**config.mk**
```make
export PLATFORM = sky130hd
export DESIGN_NAME = and_gate
export DESIGN_NICKNAME = d
export VERILOG_FILES = /design/src/rtl/and_gate.sv
export SDC_FILE = /design/constraint.sdc
export NUM_CORES = 1
export LEC_CHECK = 0
export CAP_MARGIN = 20
export CORE_AREA = 2 2 47 59
export DETAILED_ROUTE_END_ITERATION = 6
export DIE_AREA = 0 0 49 61
export GPL_TIMING_DRIVEN = 0
export PLACE_DENSITY = 0.76
export SYNTH_ARGS = -nofsm -noshare
export SYNTH_HDL_FRONTEND = slang
export SYNTH_SLANG_ARGS = --single-unit
```
**constraint.sdc**
```tcl
create_clock -name clk -period 2.2 [get_ports clk]
set_clock_uncertainty 0.1 [all_clocks]
set_input_delay 0.33 -clock clk [delete_from_list [all_inputs] [get_ports clk]]
set_output_delay 0.33 -clock clk [all_outputs]
set_load 0.01 [all_outputs]
```
**src/rtl/and_gate.sv**
```systemverilog
// and_gate: bitwise AND with a combinational result, a registered copy,
// an all-ones flag, a saturating all-ones counter and input-pair coverage.
//
// Ports:
//   clk        in   system clock, rising edge
//   rst        in   synchronous active-high reset
//   a, b       in   WIDTH-bit operands
//   in_valid   in   qualifies a/b for the registered path
//   c          out  a & b, combinational
//   c_q        out  a & b captured on the last valid edge
//   out_valid  out  c_q/all_ones were updated on the last edge
//   all_ones   out  registered &(a & b)
//   ones_count out  saturating count of valid all-ones results
//   combo_seen out  sticky {a[0],b[0]} pairs seen on valid cycles
module and_gate #(
  parameter int WIDTH = 1,
  parameter int CNT_W = 16
) (
  input  logic             clk,
  input  logic             rst,
  input  logic [WIDTH-1:0] a,
  input  logic [WIDTH-1:0] b,
  input  logic             in_valid,
  output logic [WIDTH-1:0] c,
  output logic [WIDTH-1:0] c_q,
  output logic             out_valid,
  output logic             all_ones,
  output logic [CNT_W-1:0] ones_count,
  output logic [3:0]       combo_seen
);

  logic [WIDTH-1:0] w_and;
  logic             w_all;
  logic [1:0]       w_idx;
  logic             w_sat;

  logic [WIDTH-1:0] r_cq;
  logic             r_vld;
  logic             r_all;
  logic [CNT_W-1:0] r_cnt;
  logic [3:0]       r_seen;

  assign w_and = a & b;
  assign w_all = &w_and;
  // Index 1 = b only, 2 = a only.
  assign w_idx = {a[0], b[0]};
  // Counter sticks at its maximum instead of wrapping.
  assign w_sat = &r_cnt;

  always_ff @(posedge clk) begin
    if (rst) begin
      r_cq   <= '0;
      r_vld  <= 1'b0;
      r_all  <= 1'b0;
      r_cnt  <= '0;
      r_seen <= '0;
    end else begin
      r_vld <= in_valid;
      if (in_valid) begin
        r_cq          <= w_and;
        r_all         <= w_all;
        r_seen[w_idx] <= 1'b1;
        if (w_all && !w_sat) begin
          r_cnt <= r_cnt + CNT_W'(1);
        end
      end
    end
  end

  assign c          = w_and;
  assign c_q        = r_cq;
  assign out_valid  = r_vld;
  assign all_ones   = r_all;
  assign ones_count = r_cnt;
  assign combo_seen = r_seen;

endmodule

```
==> After elaboration in Yosys (flattened, before gate mapping) <==
Index checks and enable logic that the tools add are counted.
{ "classes": {"add_sub_neg": 1, "order_cmp": 2, "n_mux": 2, "n_bitwise": 2, "reduce_logical": 5} }
{ "op_table": {"columns": ["op", "n"], "rows": [
  ["16-bit by 1-bit adder with 16-bit output (second input constant)", 1],
  ["16-bit AND reduction", 1],
  ["4-bit OR", 1],
  ["2-bit by 3-bit < comparator with 1-bit output (second input constant)", 1],
  ["1-bit demux with 2-bit select", 1],
  ["2-bit by 1-bit >= comparator with 1-bit output (second input constant)", 1],
  ["1-bit logical AND", 2],
  ["2-bit AND reduction", 1],
  ["1-bit bitwise AND", 1],
  ["1-bit zero test", 1],
  ["1-bit 2-to-1 mux", 1]
]} }
{ "word_totals": {"reg_bits": 22, "output_inout_bits": 24, "elab_cells": 16} }

==> Depth between registers and ports, before layout <==
{ "depth": {"word_depth": 5, "mapped_depth": 5, "mapped_depth_nobuf": 5} }

==> Worst setup path before layout <==
OpenSTA, ideal clock, no wires.
{ "synth_timing": {"kind": "flip-flop to flip-flop", "start": "register r_cnt[0], in the netlist ones_count[0]", "end": "register r_cnt[11], in the netlist ones_count[11]", "arrival_time_ns": 1.514, "slack_ns": 0.463, "stages_incl_launch_ff": 6, "path_buffers": 0, "path_cell_list": "dfxtp_1 > ha_1 > nand3_1 > nor4_4 > nor4_1 > mux2_1"} }
{ "synth_between": {"elab_chain_len": 4, "word_cells_on_any_way": 5} }
{ "synth_rtl": {"columns": ["item", "line_no", "source"], "rows": [
  ["start, declared", "40", "logic [CNT_W-1:0] r_cnt;"],
  ["start signal, assigned", "64", "r_cnt <= r_cnt + CNT_W'(1);"],
  ["branches (longest 4 deep; another with 16-bit by 1-bit adder with 16-bit output)", null, null]
]} }
Parallel ways; which one is timed is not known.
A chain may end at the register's enable or synchronous reset.

==> Worst setup path after layout <==
{ "layout_timing": {"start": "input b", "end": "output c"} }
{ "layout_between": {"elab_chain_len": 1} }
{ "layout_rtl": {"columns": ["item", "line_no", "source"], "rows": [
  ["start, declared", "22", "input logic [WIDTH-1:0] b,"],
  ["1-bit bitwise AND", "43", "assign w_and = a & b;"],
  ["end, declared", "24", "output logic [WIDTH-1:0] c,"]
]} }
Every way passes these cells.

==> run summary <==
========================================================================================================
Number of buffers inserted during clock tree synthesis                                                 3
Die height                                                                                         61 um
Detailed placer's ending HPWL                                                                    1870 um
Hold Buf Count CTS                                                                                     0
Standard cell core area                                                                        2430 um^2
Least-Margin Pin Slew                                                                           0.508 ns
Layout fillers                                                                                       220
Post-CTS Resized                                                                                       0
Count of nets left with antenna violations after detail routing                                        0
Number of remaining DRC errors                                                                         0
Hold Violations, Final                                                                                 0
Cell area after placement                                                                      1410 um^2
Category of the critical setup timing path                                                  input port to output pin
Count of buffers added by post-CTS timing repair for setup                                             0
Global-route usage over all layers                                                                 0.182
Sort of element at the start of the critical path                                             input port
Sequential element share of the synthesized area                                                   0.405
Critical path data arrival time                                                                  1.58 ns
Largest buffer count on any clock path                                                                 2
Global-route wire length before repair                                                           4190 um
Largest area contributor in the netlist                                                          dfxtp_1
Max-Cap Viols                                                                                          0
Root buf cell                                                                                   clkbuf_4
Max transition margin                                                                              0.659
Placement Rows                                                                                        20
Maximum fanout along the worst path                                                                    5
Synth Instances                                                                                      122
Area of all placed cells without fillers                                                       1450 um^2
TritonCTS clock tree                                                                                 yes
Initial cell density of the core                                                                   0.448
Drt via density                                                                                     5.75
Clock Sinks                                                                                           22
Dominant cells by area after synthesis                                                      dfxtp_1, a21oi_1, o31ai_1
Cell leakage power                                                                           0.000473 uW
Post-CTS clock slew at the launch and capture registers of the worst setup and hold paths        0.12 ns
Net count of the mapped netlist                                                                      128
Number of input and output port buffers inserted                                                      28
CTS H-Tree Depth                                                                                       1
Outcome                                                                                     finished clean
Seq cells post-synth                                                                                  22
Achievable Freq                                                                                  497 MHz
Total detailed-routing wirelength                                                                2480 um
Routed wire per std cell                                                                         13.3 um
Power density cells                                                                          474 nW/um^2
Final worst path period need                                                                     2.01 ns
Final-report setup violation count                                                                     0
Final worst-path cycle share                                                                       0.914
Syn Area/Cell                                                                                  8.92 um^2
Residual overflow from global routing                                                                  0
Worst-Skew Late Latency                                                                          0.30 ns
Total of warnings raised by yosys                                                                      0
Largest net degree at the start of global routing                                                     13
Class of the tightest hold or removal check                                                 flop to flop
Worst-case hold slack                                                                           0.397 ns
RePlAce Congestion                                                                                 0.875
Initial antenna violation count                                                                        0
First-pass iteration count of the detailed router                                                      4
DRC violation total after the first TritonRoute iteration                                             31
Netlist area before placement                                                                  1090 um^2
Nets                                                                                                 161
Fraction of layout instances using a drive strength above 1                                       0.0779
Vias after detailed routing                                                                        1,075
Required time at the endpoint of the critical path                                               1.77 ns
Total Die Area                                                                                 2990 um^2
Number of distinct standard cells referenced by the synthesized netlist                               34
Count of antenna diodes in the layout                                                                  0
Worst vdd ir                                                                                    0.367 mV
I/O pin total                                                                                         29
Area Overhead vs Synth                                                                             32.9%
Fin. max-slew vios                                                                                     0
Portion of synthesized cell area occupied by the leading cell type                                 0.405
Via count of the first global-routing pass                                                         1,021
Unrepaired setup endpoints after global routing                                                       no
Endpoint class of the critical path                                                           output pin
Die Width                                                                                          49 um
========================================================================================================
[final cells by class]
cell class | count | area [um^2] | area share
Multi-Input combinational cell | 92 | 607 | 0.420
Timing Repair Buffer | 28 | 280 | 0.194
Inverter | 4 | 15.0 | 0.0104
Buffer | 4 | 26.3 | 0.0182
Clock buffer | 4 | 36.3 | 0.0251
Tap cell | 33 | 41.3 | 0.0285
Sequential cell | 22 | 440 | 0.304
[per-layer routing]
layer / up-vias / GRT usage / part of all wire
met4: 0 / 0.135 / 0.021
met3: 6 / 0.0345 / 0.051
li1: 537 / - / -
met2: 32 / 0.315 / 0.50
met5: - / 0 / 0
met1: 500 / 0.205 / 0.43
[synthesized netlist by cell type (all sizes together)]
cell type / instances
o21ai: 4
and2: 1
nor2b: 4
buf: 2
inv: 4
mux2: 3
and3: 2
o21bai: 1
clkbuf: 2
nor2: 9
nand4: 5
o31ai: 8
ha: 1
dfxtp: 22
or4: 6
a211oi: 2
o211ai: 1
nor4: 3
and4: 3
a21oi: 14
nand2: 7
o41ai: 1
a31oi: 3
nand3b: 1
nand2b: 2
or3: 5
nand3: 6
[registers in the layout (all words and copies together), names as in the netlist]
| signal | flops |
|---|---|
| all_ones | 1 |
| ones_count | 16 |
| out_valid | 1 |
| combo_seen | 4 |
[stage by stage]
step | total power, uW | setup WS, ns | setup TNS, ns | cells | util
detailed placement | 473 | -0.142 | -0.196 | 183 | 0.581
finish | 685 | 0.189 | 0 | 187 | 0.596
global route | 725 | 0.0649 | 0 | 187 | 0.596
floorplan | 441 | 0.463 | 0 | 122 | -
CTS | 691 | 0.183 | 0 | 187 | 0.596
global placement | 472 | -0.104 | -0.114 | 183 | 0.581
[where the power goes]
| group | total (uW) | internal (uW) | switching [uW] |
|---|---|---|---|
| combinational | 54.8 | 28.7 | 26.2 |
| clock | 221 | 101 | 120 |
| sequential | 409 | 405 | 4.45 |
[worst paths after layout]
| kind | start | end | slack [ns] | depth (start not counted) |
|---|---|---|---|---|
| min reg2reg | combo_seen[0] | combo_seen[0] | 0.40 | 2 |
| max reg2reg | ones_count[1] | ones_count[8] | 0.24 | 5 |
| max | b | c | 0.19 | 3 |
| min | combo_seen[0] | combo_seen[0] | 0.40 | 2 |
[cell usage in the layout, fill, tap and decap left out, types with 4 or more instances in the layout]
cell              n
nand2_1           7
inv_1             4
or4_1             6
o31ai_1           8
nor2_1            9
nand4_1           4
o21ai_1           4
nor2b_1           4
or3_1             5
a21oi_1          14
nand3_1           4
dfxtp_1          22
clkdlybuf4s50_1  28
[worst max-delay path, stage by stage]
cell and delay, ns:
clkdlybuf4s50_1 0.54, and2_1 0.17, clkdlybuf4s50_1 0.54
[cell families (layout without fill, tap and decap cells)]
family,Yosys count,after routing,synth area share
multiplexers,3,3,0.0310
buffers and inverters,8,40,0.0379
AO/OA/AOI/OAI,34,34,0.191
AND/OR/NAND/NOR,54,54,0.324
flip-flops,22,22,0.405
adder cells (fa/ha/maj),1,1,0.0115
(Power assumes the default switching activity.)
